--- src/rtl/sm83_adr_pkg.sv ---
// Shared types for the SM83 address-latch sequencer: op codes, control word, step table.
// Pure declarations; no timing of its own.
// No flow control lives here; see sm83_adr_seq for handshaking.
package sm83_adr_pkg;

    typedef enum logic [2:0] {
        OP_NOP      = 3'd0,
        OP_LOAD     = 3'd1,
        OP_LOAD_HI  = 3'd2,
        OP_INC      = 3'd3,
        OP_DEC      = 3'd4,
        OP_LOAD_INC = 3'd5,
        OP_DEC2     = 3'd6,
        OP_INC2     = 3'd7
    } adr_op_t;

    typedef struct packed {
        logic we;
        logic hi_ff;
        logic dec;
        logic cy;
        logic oe;
    } adr_ctl_t;

    typedef enum logic [1:0] {
        ST_IDLE  = 2'd0,
        ST_EXEC1 = 2'd1,
        ST_EXEC2 = 2'd2
    } adr_state_t;

    localparam adr_ctl_t CTL_NOP     = 5'b00000;
    localparam adr_ctl_t CTL_LOAD    = 5'b10000;
    localparam adr_ctl_t CTL_LOAD_HI = 5'b11000;
    localparam adr_ctl_t CTL_INC     = 5'b10011;
    localparam adr_ctl_t CTL_DEC     = 5'b10111;

    function automatic logic op_two_step(input adr_op_t op);
        return (op == OP_LOAD_INC) || (op == OP_DEC2) || (op == OP_INC2);
    endfunction

endpackage

--- src/rtl/sm83_adr_seq_dec.sv ---
// Maps (op, step) to the incrementer/latch control word.
// Purely combinational, zero latency.
// No backpressure; caller decides when the word is used.
module sm83_adr_seq_dec
    import sm83_adr_pkg::*;
(
    input  adr_op_t  op_i,
    input  logic     step2_i,
    output adr_ctl_t ctl_o
);

    always_comb begin
        ctl_o = CTL_NOP;
        if (!step2_i) begin
            case (op_i)
                OP_LOAD, OP_LOAD_INC: ctl_o = CTL_LOAD;
                OP_LOAD_HI:           ctl_o = CTL_LOAD_HI;
                OP_INC, OP_INC2:      ctl_o = CTL_INC;
                OP_DEC, OP_DEC2:      ctl_o = CTL_DEC;
                default:              ctl_o = CTL_NOP;
            endcase
        end else begin
            case (op_i)
                OP_LOAD_INC, OP_INC2: ctl_o = CTL_INC;
                OP_DEC2:              ctl_o = CTL_DEC;
                default:              ctl_o = CTL_NOP;
            endcase
        end
    end

endmodule

--- src/rtl/sm83_adr_seq.sv ---
// Expands decoder address micro-ops into one or two latch/incrementer control steps.
// Latency 1: controls for an op accepted at posedge N are driven throughout cycle N+1.
// Ready only on the last step of an op (or idle); stall freezes state and blocks the latch write.
module sm83_adr_seq
    import sm83_adr_pkg::*;
(
    input  logic       clk,
    input  logic       reset,
    input  logic       req_valid,
    input  logic [2:0] req_op,
    output logic       req_ready,
    input  logic       stall,
    output logic       busy,
    output logic       op_done,
    output logic       ctl_al_we,
    output logic       ctl_al_hi_ff,
    output logic       ctl_inc_dec,
    output logic       ctl_inc_cy,
    output logic       ctl_inc_oe
);

    adr_state_t state_q, state_d;
    adr_op_t    op_q, op_d;
    adr_ctl_t   ctl_q, ctl_d;
    adr_ctl_t   ctl_step1, ctl_step2;
    adr_op_t    req_op_e;
    logic       last_step;
    logic       accept;

    assign req_op_e = adr_op_t'(req_op);

    sm83_adr_seq_dec u_dec_step1 (
        .op_i    (req_op_e),
        .step2_i (1'b0),
        .ctl_o   (ctl_step1)
    );

    sm83_adr_seq_dec u_dec_step2 (
        .op_i    (op_q),
        .step2_i (1'b1),
        .ctl_o   (ctl_step2)
    );

    assign last_step = (state_q == ST_EXEC2) ||
                       ((state_q == ST_EXEC1) && !op_two_step(op_q));
    assign req_ready = ~stall & ((state_q == ST_IDLE) | last_step);
    assign op_done   = ~stall & last_step;
    assign accept    = req_valid & req_ready;
    assign busy      = (state_q != ST_IDLE);

    always_comb begin
        state_d = state_q;
        op_d    = op_q;
        ctl_d   = ctl_q;
        if (!stall) begin
            if ((state_q == ST_EXEC1) && op_two_step(op_q)) begin
                state_d = ST_EXEC2;
                ctl_d   = ctl_step2;
            end else if (accept) begin
                state_d = ST_EXEC1;
                op_d    = req_op_e;
                ctl_d   = ctl_step1;
            end else begin
                state_d = ST_IDLE;
                ctl_d   = CTL_NOP;
            end
        end
    end

    always_ff @(posedge clk or posedge reset) begin
        if (reset) begin
            state_q <= ST_IDLE;
            op_q    <= OP_NOP;
            ctl_q   <= CTL_NOP;
        end else begin
            state_q <= state_d;
            op_q    <= op_d;
            ctl_q   <= ctl_d;
        end
    end

    // Only the write strobe is gated: the latch must not capture while the bus waits.
    assign ctl_al_we    = ctl_q.we & ~stall;
    assign ctl_al_hi_ff = ctl_q.hi_ff;
    assign ctl_inc_dec  = ctl_q.dec;
    assign ctl_inc_cy   = ctl_q.cy;
    assign ctl_inc_oe   = ctl_q.oe;

endmodule

--- config.mk ---
export PLATFORM = sky130hd
export DESIGN_NAME = sm83_adr_seq
export DESIGN_NICKNAME = d
export VERILOG_FILES = /design/src/rtl/sm83_adr_pkg.sv /design/src/rtl/sm83_adr_seq_dec.sv /design/src/rtl/sm83_adr_seq.sv
export SDC_FILE = /design/constraint.sdc
export NUM_CORES = 1
export LEC_CHECK = 0
export ABC_AREA = 1
export BUFFER_PORTS_ARGS = -buffer_cell sky130_fd_sc_hd__buf_2
export CAP_MARGIN = 20
export CORE_MARGIN = 4
export CORE_UTILIZATION = 30
export CTS_CLUSTER_DIAMETER = 200
export CTS_CLUSTER_SIZE = 24
export DETAILED_ROUTE_END_ITERATION = 6
export PLACE_DENSITY = 0.51
export SLEW_MARGIN = 20
export SYNTH_ARGS = -nofsm -noshare
export SYNTH_HDL_FRONTEND = slang
export SYNTH_HIERARCHICAL = 1
export SYNTH_SLANG_ARGS = --single-unit
--- constraint.sdc ---
create_clock -name clk -period 2.9 [get_ports clk]
set_clock_uncertainty 0.2 [all_clocks]
set_input_delay 0.435 -clock clk [delete_from_list [all_inputs] [get_ports clk]]
set_output_delay 0.435 -clock clk [all_outputs]
set_load 0.03 [all_outputs]
Yosys cells after proc, flatten, opt, wreduce, memory -nomap -nowiden
Cells that the tools add are included.
W data, S select, Z words.
{ "totals": {"out_inout_bits": 8, "elab_cells": 45, "in_bits": 7, "reg_bits": 10} }
{ "classes": {"mux": 6, "reduce_logical": 13, "bitwise_logic": 7, "eq_ne": 12} }
{ "op_table": {"columns": ["cell", "count"], "rows": [
  ["$eq A3 B3 Y1 const B", 7],
  ["$pmux W5 S4", 1],
  ["$mux W5", 2],
  ["$pmux W5 S2", 1],
  ["$reduce_or A2 Y1", 4],
  ["$eq A3 B2 Y1 const B", 2],
  ["$and A1 B1 Y1", 4],
  ["$eq A3 B1 Y1 const B", 1],
  ["$logic_or A1 B1 Y1", 3],
  ["$reduce_and A3 Y1", 1],
  ["$eq A2 B1 Y1 const B", 1],
  ["$eq A2 B2 Y1 const B", 1],
  ["$logic_and A1 B1 Y1", 2],
  ["$logic_not A2 Y1", 1],
  ["$mux W2", 1],
  ["$not A1 Y1", 2],
  ["$reduce_bool A2 Y1", 1],
  ["$logic_not A1 Y1", 1],
  ["$mux W1", 1],
  ["$or A1 B1 Y1", 1]
]} }

Longest topological paths before layout
{ "logic_depth": {"word_depth": 11, "mapped_depth": 10} }

Hierarchy
Netlist, hierarchy kept.
{ "by_module_without_submodules": {"columns": ["module", "instances", "cells_per_inst", "area_each_um2"], "rows": [
  ["sm83_adr_seq", 1, 74, 598.1],
  ["sm83_adr_seq_dec", 2, 18, 83.8]
]} }

Worst setup path after synthesis
No wires, ideal clock.
{ "synth_path": {"kind": "register -> output", "from": "register op_q[0]", "to": "output op_done", "t_required_ns": 2.265, "setup_slack_ns": 1.004, "path_buffers": 0, "path_stages_with_launch": 6, "arrival_time_ns": 1.261, "path_cell_list": "dfrtp_1 -> o21ai_0 -> nand2_4 -> nand2_4 -> nand2_2 -> a21oi_2"} }
{ "synth_between": {"elab_chain_cells": 7, "elab_cells_between_ends": 9} }
{ "synth_lines": {"columns": ["item", "line", "text"], "rows": [
  ["start, declared", "sm83_adr_seq.sv:23", "adr_op_t op_q, op_d;"],
  ["start signal, assigned", "sm83_adr_seq.sv:77", "op_q <= op_d;"],
  ["$eq A3 B3 Y1", null, null],
  ["$logic_or A1 B1 Y1", "sm83_adr_pkg.sv:38", "return (op == OP_LOAD_INC) || (op == OP_DEC2) || (op == OP_INC2);"],
  ["$logic_or A1 B1 Y1 (*)", "sm83_adr_pkg.sv:38", null],
  ["$logic_not A1 Y1 (*)", "sm83_adr_seq.sv:45", "((state_q == ST_EXEC1) && !op_two_step(op_q));"],
  ["$logic_and A1 B1 Y1 (*)", "sm83_adr_seq.sv:45", null],
  ["$logic_or A1 B1 Y1 (*)", "sm83_adr_seq.sv:44", "assign last_step = (state_q == ST_EXEC2) ||"],
  ["$and A1 B1 Y1 (*)", "sm83_adr_seq.sv:47", "assign op_done = ~stall & last_step;"],
  ["end, declared", "sm83_adr_seq.sv:14", "output logic op_done,"]
]} }
Every way passes the cells marked *; elsewhere a longest branch is shown, timed or not.

Worst setup path in the final report
Ends and elaborated chain as after synthesis.

==> results.md <==
* Clock share of power at 21.6%
* Worst hold path type: primary input to flip-flop
* Nets at 139
* Util after Layout at 36.2%
* Peak Freq at 446 MHz
* Area growth from synthesis to layout at 16.0%
* Placed insts at 156
* PortBufs at 14
* Setup TNS at 0 ns
* Placer Congestion at 0.728
* Worst reg-to-reg setup slack at 1.42 ns
* Outcome: finished, final reports clean
* Max Cap Violations at 0
* Final hold vios at 0
* Post-layout min period at 2.24 ns
* Kind of end point of the critical path: output pin
* RSZ-0062 raised after global routing: no
* DR iter-0 viols at 11
* Final Non-Filler Cells at 160
* Starting density of the core at 31.2%
* Post-Syn Instances at 110
* H-Tree Depth at 1
* Worst path arrival time at 1.61 ns
* Placed wire-length estimate at 1.25 mm
* Seq pwr share at 41.1%
* Switching Power at 0.180 mW
* Congestion Overflow GR at 0
* Clk buf depth at 2
* TritonCTS clock tree: built
* Total power at 0.437 mW
* Layout cells sized above 1 at 25.4%
* Min Hold Slack at 0.257 ns
* Sw frac at 41.2%
* DR WL/cell at 9.48 µm
* Fillers at 285
* Critical path required time at 2.27 ns
* Internal Power at 0.257 mW
* DR vias/cell at 4.28
* Diode count at 0
* Clk pin slew, worst setup/hold paths at 0.07 ns
* Die area at 0.00342 mm²
* Hold endpoint: op_q[0]
* Clk sink count at 10
* Worst R2R Start: op_q[0]
* Num rows at 18
* Chip width at 58.5 µm
* Comb pwr share at 37.3%
* Routed Antenna Nets at 0
* First-pass GRT wire length at 2.70 mm
* Wirelength, routed at 1.52 mm
* Period utilisation layout at 77.3%
* First-pass iteration count of the detailed router at 4
* Die height at 58.5 µm
* Total GRT Usage at 10.2%
* Setup violations, final at 0
* Via count at 684
* Startpoint Class: flip-flop
* Critical path class: flip-flop to output pin
* Cells on Worst Hold Path at 3
* Beginning of the worst hold path: req_op[0]
* Library cells used by synthesis at 19
* Pin count of the biggest net entering global routing at 19
* Critical-path maximum fanout at 10
* Synthesized flop and latch total at 10
* Sequential area share after synthesis at 32.7%
* Number of global-route vias before repair at 637
* Cts repair resizes at 0
* Pwr Density at 492 mW/mm²
* Mapped Area at 766 µm²
* Core Region at 0.00245 mm²
* IO Count at 15
* Clk_lat worst skew at 0.26 ns
* Lkg Pwr at 0.520 nW
* Avg Cell Area, Syn at 6.96 µm²
* Initial antenna violation count at 0
* # DRC at 0
* Root buffer cell: clkbuf_4
* Fin. max-slew vios at 0
* CTS Buf Count at 3
* Max VDD drop at 0.232 mV
* Synth warn at 6
* RR Endpoint: op_q[2]
* Worst r2r path cells at 6
synthesized netlist by cell type:
library cell  count  area, µm²
inv_2             6       22.5
nand3_2           2       20.0
nand3_4           1       17.5
buf_4             2       15.0
a21oi_2           1       8.76
dfrtp_1          10        250
conb_1            2       7.51
buf_6             1       11.3
a21oi_1           2       10.0
nor2_1            5       18.8
nand2_4           2       22.5
nand4_1          13       81.3
nor2_8            1       20.0
clkbuf_8          1       13.8
o21ai_0           3       15.0
nand2_2           3       18.8
nand2_1          36        135
nand3_1           5       25.0
inv_1            14       52.6
layer usage:
| layer | vias to the layer above | global-route usage (%) | part of all wire [%] | wire (µm) |
|---|---|---|---|---|
| li1 | 380 | - | - | - |
| met1 | 292 | 13.0 | 51 | 769 |
| met2 | 8 | 16.4 | 46 | 698 |
| met3 | 4 | 0.658 | 1.4 | 21 |
| met4 | 0 | 6.95 | 1.8 | 27 |
| met5 | - | 0 | 0 | 0 |
sequential cells by signal, summed over array words and instances (netlist names):
name and count:
state_q 2, ctl_inc_dec 1, ctl_inc_oe 1, ctl_inc_cy 1, op_q 3, ctl_al_hi_ff 1
ctl_q 1
cell families after synthesis:
family | Yosys count | share of synthesized area (%)
DFF | 10 | 32.7
AOI/OAI and AO/OA | 6 | 4.41
buffers and inverters | 24 | 15.0
and+or+nand+nor | 68 | 46.9
other | 2 | 0.981
power groups by stage:
stage | Clock, mW | Sequential [mW] | Combinational [mW]
final | 0.0946 | 0.180 | 0.163
after CTS | 0.100 | 0.180 | 0.165
after detailed placement | 0 | 0.182 | 0.163
after floorplan | 0 | 0.189 | 0.127
after global routing | 0.104 | 0.184 | 0.184
after global placement | 0 | 0.181 | 0.163
critical path, stage by stage (launching register included):
cell and delay (ns):
dfrtp_1 0.42, o21ai_0 0.31, nand2_4 0.10, nand2_4 0.14, nand2_2 0.08, a21oi_2 0.10, buf_2 0.20
area by class of cell:
cell class	count	area (µm²)	share of cell area [%]
inverter	20	75.1	8.45
multi-input combinational	82	423	47.6
sequential	10	250	28.2
clock buffer	3	22.5	2.54
tap	30	37.5	4.23
timing repair buffer	15	80.1	9.01
layout by cell type, fill, tap and decap left out:
master	Yosys	final
nand4_1	13	13
a21oi_1	2	2
nand2_2	3	3
nor2_8	1	1
dlygate4sd3_1	0	1
nand2_1	36	36
conb_1	2	8
buf_2	0	14
nor2_1	5	5
o21ai_0	3	3
clkbuf_4	0	3
nand3_2	2	2
nand2_4	2	2
inv_2	6	6
nand3_4	1	1
dfrtp_1	10	10
a21oi_2	1	1
inv_1	14	14
nand3_1	5	5
worst max path at each step:
| stage | cells past startpoint | startpoint | slack [ns] | end |
|---|---|---|---|---|
| 6_report | 6 | op_q[0] | 0.66 | op_done |
| 5_1_grt | 6 | op_q[1] | 0.57 | op_done |
| 4_1_cts | 6 | op_q[0] | 0.64 | op_done |
| 3_5_place_dp | 6 | op_q[1] | 0.94 | op_done |
| 3_3_place_gp | 6 | op_q[1] | 0.95 | op_done |
| 2_1_floorplan | 5 | op_q[0] | 1.00 | op_done |
per-stage QoR:
stage	setup WS, ns	cell area [µm²]
after floorplan	1.00	788
after global placement	0.954	856
after detailed placement	0.940	856
after CTS	0.644	888
after global routing	0.566	888
final	0.658	888
what timing repair did:
item | in CTS | in global routing
endpoints found under the hold margin | 10 | 0
setup buffers | 0 | 0
hold buffers | 1 | 0
(Power assumes the default switching activity.)
